`src/rtl/timer_dev.sv`:
```
// Purpose: programmable down-counting timer (CTRL/PRESET/COUNT) with masked interrupt to CP0.
// Latency: reads are combinational; with PRESET=P>=1, IRQ rises P+3 edges after the En=1 write.
// Backpressure: none; every write is accepted on the edge it is presented.
module timer_dev #(
  parameter logic [31:0] PRESET_RST = 32'h0
) (
  input  logic        clk,
  input  logic        reset,
  input  logic [1:0]  Addr,
  input  logic        WE,
  input  logic [3:0]  BE,
  input  logic [31:0] DIn,
  output logic [31:0] DOut,
  output logic        IRQ
);

  localparam logic [1:0] OFS_CTRL   = 2'd0;
  localparam logic [1:0] OFS_PRESET = 2'd1;
  localparam logic [1:0] OFS_COUNT  = 2'd2;

  typedef enum logic [1:0] {
    S_IDLE = 2'd0,
    S_LOAD = 2'd1,
    S_CNT  = 2'd2,
    S_INT  = 2'd3
  } state_t;

  // ctrl bits: [0] En, [2:1] Mode, [3] IM
  logic [3:0]  ctrl_q,     ctrl_d;
  logic [31:0] preset_q,   preset_d;
  logic [31:0] count_q,    count_d;
  logic        irq_flag_q, irq_flag_d;
  state_t      state_q,    state_d;

  // Next-state: FSM first, then software writes layered on top so they win on collisions.
  always_comb begin
    ctrl_d     = ctrl_q;
    preset_d   = preset_q;
    count_d    = count_q;
    irq_flag_d = irq_flag_q;
    state_d    = state_q;

    case (state_q)
      S_IDLE: begin
        if (ctrl_q[0]) state_d = S_LOAD;
      end
      S_LOAD: begin
        // Uses the registered PRESET, so a same-edge PRESET write only affects the next load.
        count_d    = preset_q;
        irq_flag_d = 1'b0;
        state_d    = S_CNT;
      end
      S_CNT: begin
        if (!ctrl_q[0]) begin
          state_d = S_IDLE;
        end else if (count_q > 32'd1) begin
          count_d = count_q - 32'd1;
        end else begin
          // 0 and 1 both expire here, so the count never wraps below zero.
          count_d = 32'd0;
          state_d = S_INT;
        end
      end
      S_INT: begin
        irq_flag_d = 1'b1;
        if (ctrl_q[2:1] == 2'b01) begin
          state_d = S_LOAD;
        end else begin
          ctrl_d[0] = 1'b0;
          state_d   = S_IDLE;
        end
      end
      default: state_d = S_IDLE;
    endcase

    if (WE) begin
      case (Addr)
        OFS_CTRL: begin
          if (BE != 4'b0000) begin
            irq_flag_d = 1'b0;
            if (BE[0]) ctrl_d = DIn[3:0];
          end
        end
        OFS_PRESET: begin
          for (int n = 0; n < 4; n++) begin
            if (BE[n]) preset_d[8*n +: 8] = DIn[8*n +: 8];
          end
        end
        default: ;  // COUNT is read-only, offset 3 is reserved
      endcase
    end
  end

  // Register all state; reset acts immediately, independent of the clock.
  always_ff @(posedge clk or negedge reset) begin
    if (!reset) begin
      ctrl_q     <= 4'h0;
      preset_q   <= PRESET_RST;
      count_q    <= 32'h0;
      irq_flag_q <= 1'b0;
      state_q    <= S_IDLE;
    end else begin
      ctrl_q     <= ctrl_d;
      preset_q   <= preset_d;
      count_q    <= count_d;
      irq_flag_q <= irq_flag_d;
      state_q    <= state_d;
    end
  end

  // Read mux straight off the registers.
  always_comb begin
    DOut = 32'h0;
    case (Addr)
      OFS_CTRL:   DOut = {28'h0, ctrl_q};
      OFS_PRESET: DOut = preset_q;
      OFS_COUNT:  DOut = count_q;
      default:    DOut = 32'h0;
    endcase
  end

  assign IRQ = irq_flag_q & ctrl_q[3];

endmodule

```
`config.mk`:
```
export PLATFORM = sky130hd
export DESIGN_NAME = timer_dev
export DESIGN_NICKNAME = d
export VERILOG_FILES = /design/src/rtl/timer_dev.sv
export SDC_FILE = /design/constraint.sdc
export NUM_CORES = 1
export LEC_CHECK = 0
export BUFFER_PORTS_ARGS = -buffer_cell sky130_fd_sc_hd__buf_2
export CORE_MARGIN = 2
export CORE_UTILIZATION = 56
export DETAILED_ROUTE_END_ITERATION = 7
export GPL_TIMING_DRIVEN = 0
export PLACE_DENSITY = 0.8
export SYNTH_ARGS = -nofsm -noshare
export SYNTH_HDL_FRONTEND = slang
export SYNTH_SLANG_ARGS = --single-unit
```
`constraint.sdc`:
```
create_clock -name clk -period 2.55 [get_ports clk]
set_input_delay 0.3825 -clock clk [delete_from_list [all_inputs] [get_ports clk]]
set_output_delay 0.3825 -clock clk [all_outputs]
set_load 0.02 [all_outputs]
```
==> impl_summary.log, run 1 <==
[metrics] half-perimeter wire length after placement: 8.83 mm
[metrics] count of standard-cell rows: 31
[metrics] Chip Height: approximately 90 microns
[metrics] clock skew: a little over 0.009 ns
[metrics] number of detailed-routing iterations run before antenna repair: 5
[metrics] number of antenna violations at the first check in global routing: 0
[metrics] post-CTS setup-driven buffer insertion count: 0
[metrics] starting DRC count in detailed routing: 300
[metrics] Hold Violations, Final: 0
[metrics] CP Data Arrival Time: about 2.8 ns
[metrics] clock buffer count from CTS: 9
[metrics] RSZ-0062 raised after global routing: yes
[metrics] logic gate share of total power: roughly 42%
[metrics] die extent in x: about 90 microns
[metrics] Top-Level Pins: 74
[metrics] net total in the final layout: between 500 and 600
[metrics] number of standard cells in the final layout excluding fillers: between 500 and 600
[metrics] element type at the critical path start: flip-flop
[metrics] total non-filler cell area in the finished layout: 0.00487 sq mm
[metrics] commonest non-fill, non-tap cell in the layout: sky130_fd_sc_hd__buf_2
[metrics] Root Buffer: sky130_fd_sc_hd__clkbuf_8
[metrics] YS warnings: 0
[metrics] register area: approximately 0.0018 sq mm
[metrics] power density over the cells: approximately 1100 mW/mm^2
[metrics] count of instances resized after the clock tree is built: 3
[metrics] number of port buffers: 71
[metrics] P_int: 3120 uW
[metrics] number of DRC violations after detailed routing: 0
[metrics] global-route usage over all layers: between 30% and 40%
[metrics] fraction of final layout cells sized beyond drive strength 1: between 30% and 40%
[metrics] kind of capture point of the worst setup path: flip-flop
[metrics] count of endpoints failing setup in the final report: 2
[metrics] area grow syn2layout: 17.7%
[metrics] sequential fraction of the synthesis area: 42.9%
[metrics] # H-tree levels: 3
[metrics] clock group share of total power: around a fifth
[metrics] maximum clock frequency: approximately 390 MHz
[metrics] syn avg cell area: between 10 and 15 sq um
[metrics] failing checks: setup timing
[metrics] pin count of the biggest net entering global routing: 72
[metrics] final-report max-slew violation count: 0
[metrics] Core Region: around 0.007 sq mm
[metrics] average wire length per cell after detail routing: between 20 and 25 microns
[metrics] multi-input gate area in the final layout: about 0.0022 sq mm
[metrics] maximum fanout along the worst path: 10
[metrics] post-route fraction of the period consumed by the critical path: 101%
[metrics] combinational family with the most area after synthesis: compound AO/OA/AOI/OAI gates
[metrics] post-detailed-route count of antenna-violating nets: 0
[metrics] worst supply voltage drop on vdd: approximately 0.6 mV
[metrics] gp weighted congestion: around 0.95
[metrics] Lkg Pwr: slightly above 0.002 uW
[metrics] net switching power figure: 2450 uW
[metrics] area of the mapped netlist: 0.00414 sq mm
[metrics] Setup WS post-layout: -0.0370 ns
[metrics] fraction of power spent switching nets: between 40% and 50%
[metrics] total of hold buffers inserted after clock tree synthesis: 0
[metrics] fill count: roughly 600
[metrics] share of synthesized flip-flops with an asynchronous set or reset: 100%
[metrics] total grt overflow: 0
[metrics] share of the synthesized area in compound gates (AO/OA/AOI/OAI): 21.6%
[metrics] DP Area: between 0.004 and 0.005 sq mm
[metrics] maximum capacitance violations: 0
[metrics] number of global-route vias before repair: roughly 4000
[metrics] overall die area: 0.00809 sq mm
[metrics] xor and xnor area share after synthesis: 0%
[metrics] clk buf depth: 2
[metrics] vias per cell: just under 7
[metrics] synthesized flop and latch total: 71
[metrics] number of synthesized flops with an enable pin: 0
[metrics] Synth Instances: approximately 400
[metrics] final wirelength: approximately 13 mm
[metrics] clock-pin slew on the worst setup and hold paths: 0.08 ns
[metrics] Final Critical Period: about 2.6 ns
[metrics] run status: finished, violations left
[metrics] leading cell types in the layout, fill and taps excluded: 72 x sky130_fd_sc_hd__buf_2, 71 x sky130_fd_sc_hd__dfrtp_1, 35 x sky130_fd_sc_hd__mux2_2
[metrics] Data required, critical path: around 2.8 ns
[metrics] clock tree from TritonCTS: yes
[metrics] worst rel slew slack: 38.8%
[metrics] via count: 4026
[metrics] Crit Path Class: flip-flop to flip-flop
[metrics] cell count after placement: around 570
[metrics] distinct cell type count after synthesis: 60
[metrics] sequential share of power: between 30% and 40%
[metrics] post-synthesis share of cell area spent on and, or, nand and nor gates: about a fifth
[metrics] mux contribution to synthesized area: 10.7%
[metrics] Initial Utilization: between 50% and 60%
[metrics] worst min path class: input pin to asynchronous set/reset pin
[metrics] total clock sinks: slightly above 70
[metrics] main flop type after synthesis: sky130_fd_sc_hd__dfrtp_1
[metrics] adder and majority cell fraction of the synthesized area: less than 1%
[metrics] wire length of the first global-routing pass: ~21 mm
[metrics] diodes inserted: 0
[metrics] syn nets: around 440
[metrics] Worst-Skew Late Latency: about 0.36 ns
[metrics] actual transition at the worst max-transition pin: 0.918 ns
==> path summary, 6_finish.rpt <==
kind	slack, ns	cells past startpoint	start	end
max in group asynchronous	1.80	1	reset	state_q[0]$_DFFE_PN0P_
min reg2reg	0.54	1	preset_q[5]$_DFFE_PN0P_	preset_q[5]$_DFFE_PN0P_
min in group clk	0.25	3	DIn[0]	ctrl_q[0]$_DFF_PN0_
max reg2reg	-0.04	7	ctrl_q[0]$_DFF_PN0_	count_q[8]$_DFFE_PN0P_
min	0.16	1	reset	preset_q[24]$_DFFE_PN0P_
max	-0.04	7	ctrl_q[0]$_DFF_PN0_	count_q[8]$_DFFE_PN0P_
==> synthesized netlist by cell type, types with 5 or more instances <==
library cell / number / area share (%)
sky130_fd_sc_hd__a21oi_1: 8 / 0.97
sky130_fd_sc_hd__or4_1: 9 / 1.6
sky130_fd_sc_hd__nand2_1: 25 / 2.3
sky130_fd_sc_hd__nor2b_1: 5 / 0.76
sky130_fd_sc_hd__clkbuf_1: 23 / 2.1
sky130_fd_sc_hd__nand3_1: 22 / 2.7
sky130_fd_sc_hd__o221ai_1: 6 / 1.3
sky130_fd_sc_hd__nor3_1: 6 / 0.73
sky130_fd_sc_hd__a32oi_1: 16 / 3.4
sky130_fd_sc_hd__a22o_1: 28 / 5.9
sky130_fd_sc_hd__dfrtp_1: 71 / 43
sky130_fd_sc_hd__nand2b_1: 5 / 0.76
sky130_fd_sc_hd__mux2_2: 35 / 9.5
sky130_fd_sc_hd__a31oi_1: 5 / 0.76
sky130_fd_sc_hd__nand4_1: 10 / 1.5
sky130_fd_sc_hd__mux2i_1: 5 / 1.2
sky130_fd_sc_hd__o211ai_1: 12 / 2.2
sky130_fd_sc_hd__o21ai_0: 11 / 1.3
sky130_fd_sc_hd__or3_1: 9 / 1.4
sky130_fd_sc_hd__nor2_1: 14 / 1.3
==> flip-flops by register name, indices dropped and copies added (netlist names) <==
register and count:
count_q 32, ctrl_q 4, preset_q 32, state_q 2, irq_flag_q 1
==> through the flow <==
step	utilization, %	setup TNS, ns	setup slack [ns]	hold WS (ns)	total power (uW)
6_report	67.6	-0.0459	-0.0370	0.160	5580
5_1_grt	67.6	-0.565	-0.0827	0.243	5860
4_1_cts	67.5	0	0.0214	0.192	5500
3_5_place_dp	64.0	-4.48	-0.275	0.528	4360
3_3_place_gp	64.0	-3.61	-0.246	0.514	4300
2_1_floorplan	-	0	0.451	0.0869	3610
==> metal layers <==
layer	vias to the layer above	share of wire [%]	track usage, %
li1	1757	-	-
met1	1976	40	44.4
met2	248	47	51.7
met3	45	8.8	6.37
met4	0	3.7	15.1
met5	-	0	0
==> worst max-delay path: stages (launching register included) <==
cell and delay, ns:
sky130_fd_sc_hd__dfrtp_1 0.48, sky130_fd_sc_hd__and3b_1 0.20, sky130_fd_sc_hd__clkbuf_1 0.22, sky130_fd_sc_hd__nor2_1 0.27, sky130_fd_sc_hd__clkbuf_1 0.50, sky130_fd_sc_hd__clkbuf_1 0.54
sky130_fd_sc_hd__a32oi_1 0.09, sky130_fd_sc_hd__o311ai_0 0.15
==> cells by family after synthesis <==
kind of cell,after synthesis
flip-flops,71
multiplexers,40
adder cells (fa/ha/maj),2
AND/OR/NAND/NOR,139
buffers and inverters,35
AO/OA/AOI/OAI,114
==> final cells by class <==
cell class / count / area share, %
multi-input cells: 295 / 45.4
flip-flops and latches: 71 / 36.5
repair buffers: 71 / 7.34
plain buffers: 30 / 2.80
clock buffers: 9 / 2.54
well taps: 99 / 2.54
clock inverters: 7 / 2.49
inverters: 5 / 0.385
==> power groups by stage <==
| stage | Sequential [uW] | Combinational (uW) | Clock, uW |
|---|---|---|---|
| after floorplan | 1920 | 1690 | 0 |
| after global placement | 2060 | 2230 | 0 |
| after detailed placement | 2090 | 2270 | 0 |
| after CTS | 2070 | 2300 | 1120 |
| after global routing | 2150 | 2540 | 1170 |
| final | 2110 | 2350 | 1120 |
Note: power is estimated with default switching activity, not from simulation.
==> run 2: changes to the inputs <==
- RECOVER_POWER: unset -> 25
==> run 2 against run 1 <==
Net effect:
- the flow finishes with violations (capacitance limit, slew limit, setup timing)
- die area unchanged
- count of clock-buffer cells in the layout unchanged
- cell count unchanged
- critical path depth unchanged
- clock skew increased by 0.00050 ns
- combinational power about the same
- largest power group unchanged
==> impl_summary.log, run 2 (synthesis results as in run 1) <==
[metrics] run status: finished, violations left (unchanged)
[metrics] failing checks: capacitance limit, slew limit, setup timing (was setup timing)
[metrics] half-perimeter wire length after placement: 8.83 mm (unchanged)
[metrics] fraction of final layout cells sized beyond drive strength 1: 30.9% (unchanged)
[metrics] actual transition at the worst max-transition pin: 1.82 ns (was 0.918 ns)
[metrics] clk buf depth: 2 (unchanged)
[metrics] power density over the cells: 1140 mW/mm^2 (about the same)
[metrics] die extent in x: 90.0 microns (unchanged)
[metrics] CP Data Arrival Time: 2.80 ns (was 2.81 ns)
[metrics] gp weighted congestion: 0.949 (unchanged)
[metrics] Hold Violations, Final: 0 (unchanged)
[metrics] kind of capture point of the worst setup path: flip-flop (unchanged)
[metrics] total clock sinks: 71 (unchanged)
[metrics] CP bufs+invs: 3 (unchanged)
[metrics] Final Critical Period: 2.58 ns (was 2.59 ns)
[metrics] net total in the final layout: 526 (unchanged)
[metrics] total grt overflow: 0 (unchanged)
[metrics] clock-pin slew on the worst setup and hold paths: 0.08 ns (about the same)
[metrics] Initial Utilization: 57.4% (unchanged)
[metrics] hold-critical path endpoint: ctrl_q[0]$_DFF_PN0_
[metrics] pin count of the biggest net entering global routing: 72 (unchanged)
[metrics] number of stages on the worst hold path: 3
[metrics] clock buffer count from CTS: 9 (unchanged)
[metrics] Data required, critical path: 2.78 ns (about the same)
[metrics] final wirelength: 13.2 mm (about the same)
[metrics] RSZ-0062 raised after global routing: yes (unchanged)
[metrics] number of detailed-routing iterations run before antenna repair: 5 (unchanged)
[metrics] Crit Path Class: flip-flop to flip-flop (unchanged)
[metrics] longest individual stage delay on the worst path: 0.53 ns (was 0.54 ns)
[metrics] vias per cell: 6.86 (about the same)
[metrics] average wire length per cell after detail routing: 22.4 microns (about the same)
[metrics] setup slack of the most critical reg-to-reg path: -0.03 ns (was -0.04 ns)
[metrics] worst supply voltage drop on vdd: 0.609 mV (about the same)
[metrics] Setup TNS: -0.0272 ns (was -0.0459 ns)
[metrics] post-route fraction of the period consumed by the critical path: 101% (about the same)
[metrics] Root Buffer: sky130_fd_sc_hd__clkbuf_8 (unchanged)
[metrics] fill count: 615 (was 614)
[metrics] final-report max-slew violation count: 72 (was 0)
[metrics] commonest non-fill, non-tap cell in the layout: sky130_fd_sc_hd__buf_2 (unchanged)
[metrics] maximum capacitance violations: 1 (was 0)
[metrics] element type at the critical path start: flip-flop (unchanged)
[metrics] Lkg Pwr: 0.00207 uW (about the same)
[metrics] count of endpoints failing setup in the final report: 2 (unchanged)
[metrics] crit path cell chain: and3b_1 > clkbuf_1 > nor2_1 > clkbuf_1 > clkbuf_1 > a32oi_1 > o311ai_0 (unchanged)
[metrics] number of DRC violations after detailed routing: 0 (unchanged)
[metrics] # H-tree levels: 3 (unchanged)
[metrics] worst rel slew slack: -21.4% (was 38.8%)
[metrics] FF-to-FF End: count_q[8]$_DFFE_PN0P_ (unchanged)
[metrics] Top-Level Pins: 74 (unchanged)
[metrics] Setup WS post-layout: -0.0260 ns (was -0.0370 ns)
[metrics] diodes inserted: 0 (unchanged)
[metrics] Worst-Skew Late Latency: 0.36 ns (about the same)
[metrics] wire length of the first global-routing pass: 20.8 mm (unchanged)
[metrics] starting DRC count in detailed routing: 310 (was 300)
[metrics] registers with the highest flip-flop counts: count_q (32), preset_q (32), ctrl_q (4) (unchanged)
[metrics] number of antenna violations at the first check in global routing: 0 (unchanged)
[metrics] clock skew: 0.00981 ns (was 0.00931 ns)
[metrics] post-CTS setup-driven buffer insertion count: 0 (unchanged)
[metrics] worst flop-to-flop path startpoint: ctrl_q[0]$_DFF_PN0_ (unchanged)
[metrics] number of global-route vias before repair: 4003 (unchanged)
[metrics] Core Region: 0.00721 sq mm (unchanged)
[metrics] Chip Height: 90.0 microns (unchanged)
[metrics] via count: 4024 (was 4026)
[metrics] count of standard-cell rows: 31 (unchanged)
[metrics] post-detailed-route count of antenna-violating nets: 0 (unchanged)
[metrics] worst min path class: input pin to flip-flop (was input pin to asynchronous set/reset pin)
[metrics] maximum clock frequency: 388 MHz (was 387 MHz)
[metrics] leading cell types in the layout, fill and taps excluded: 72 x sky130_fd_sc_hd__buf_2, 71 x sky130_fd_sc_hd__dfrtp_1, 35 x sky130_fd_sc_hd__mux2_2 (unchanged)
[metrics] number of port buffers: 71 (unchanged)
[metrics] Worst Reg2Reg Path Length in Cells: 7 (unchanged)
[metrics] beginning of the worst hold path: DIn[0]
[metrics] slowest library cell on the worst path: sky130_fd_sc_hd__clkbuf_1 (unchanged)
[metrics] cell type with the highest occurrence count on the critical path: sky130_fd_sc_hd__clkbuf_1 (unchanged)
[metrics] overall die area: 0.00809 sq mm (unchanged)
[metrics] clock tree from TritonCTS: yes (unchanged)
[metrics] maximum fanout along the worst path: 10 (unchanged)
[metrics] global-route usage over all layers: 32.9% (unchanged)
[metrics] fin util: 67.5% (was 67.6%)
[metrics] area grow syn2layout: 17.7% (about the same)
[metrics] CP delay by family, top: buffers and inverters (unchanged)
==> run 2: cell count changes in the layout (fill, tap and decap cells not counted) <==
cell / change
sky130_fd_sc_hd__clkbuf_2: +1
sky130_fd_sc_hd__buf_4: -1
==> run 2: tightest hold or removal path, cell delays in order <==
cell and delay [ns]:
sky130_fd_sc_hd__buf_2 0.09, sky130_fd_sc_hd__nand2_1 0.04, sky130_fd_sc_hd__o21ai_0 0.06
==> run 2: metal layers <==
metal / vias to the layer above / wire length, microns / GRT usage, %
met3: 48 / 1090 / 6.37
met1: 1983 / 5360 / 44.4
met2: 235 / 6230 / 51.7
met5: - / 0 / 0
met4: 0 / 491 / 15.1
li1: 1758 / - / -
==> run 2: worst max-delay path by stage <==
stage | from | to | slack, ns | depth (start not counted)
floorplan | count_q[0]$_DFFE_PN0P_ | count_q[24]$_DFFE_PN0P_ | 0.45 | 7
global placement | Addr[1] | DOut[25] | -0.25 | 6
detailed placement | Addr[1] | DOut[25] | -0.28 | 6
CTS | Addr[1] | DOut[9] | 0.02 | 6
global route | ctrl_q[0]$_DFF_PN0_ | count_q[5]$_DFFE_PN0P_ | -0.08 | 7
finish | ctrl_q[0]$_DFF_PN0_ | count_q[8]$_DFFE_PN0P_ | -0.03 | 7
==> run 2: cell type report <==
class / instances / area [sq um] / area share (%)
buffer: 30 / 136 / 2.80
clock buffer: 9 / 124 / 2.54
clock inverter: 7 / 121 / 2.49
inverter: 5 / 18.8 / 0.385
multi-input combinational: 295 / 2210 / 45.5
sequential: 71 / 1780 / 36.5
tap: 99 / 124 / 2.54
timing repair buffer: 71 / 355 / 7.30
==> run 2: what timing repair did <==
item                                    4_1_cts  5_1_grt
hold endpoints to repair                      0        0
gates cloned                                  0        0
endpoints found under the setup margin       20       35
resized for setup                             3        6
hold buffers                                  0        0
==> run 2: power by group <==
part           switching [uW]  leakage, uW  internal, uW
Clock                     472     0.000123           653
Combinational            1410      0.00109           935
Sequential                567     0.000862          1540
Total                    2450      0.00207          3120
==> run 2: per-stage QoR <==
stage | cells | power (uW) | hold slack, ns | setup slack (ns) | instance area [sq um]
after floorplan | 401 | 3610 | 0.0869 | 0.451 | 4140
after global placement | 571 | 4300 | 0.514 | -0.246 | 4620
after detailed placement | 571 | 4360 | 0.528 | -0.275 | 4620
after CTS | 587 | 5500 | 0.192 | 0.0214 | 4870
after global routing | 587 | 5860 | 0.259 | -0.0827 | 4870
final | 587 | 5580 | 0.250 | -0.0260 | 4870
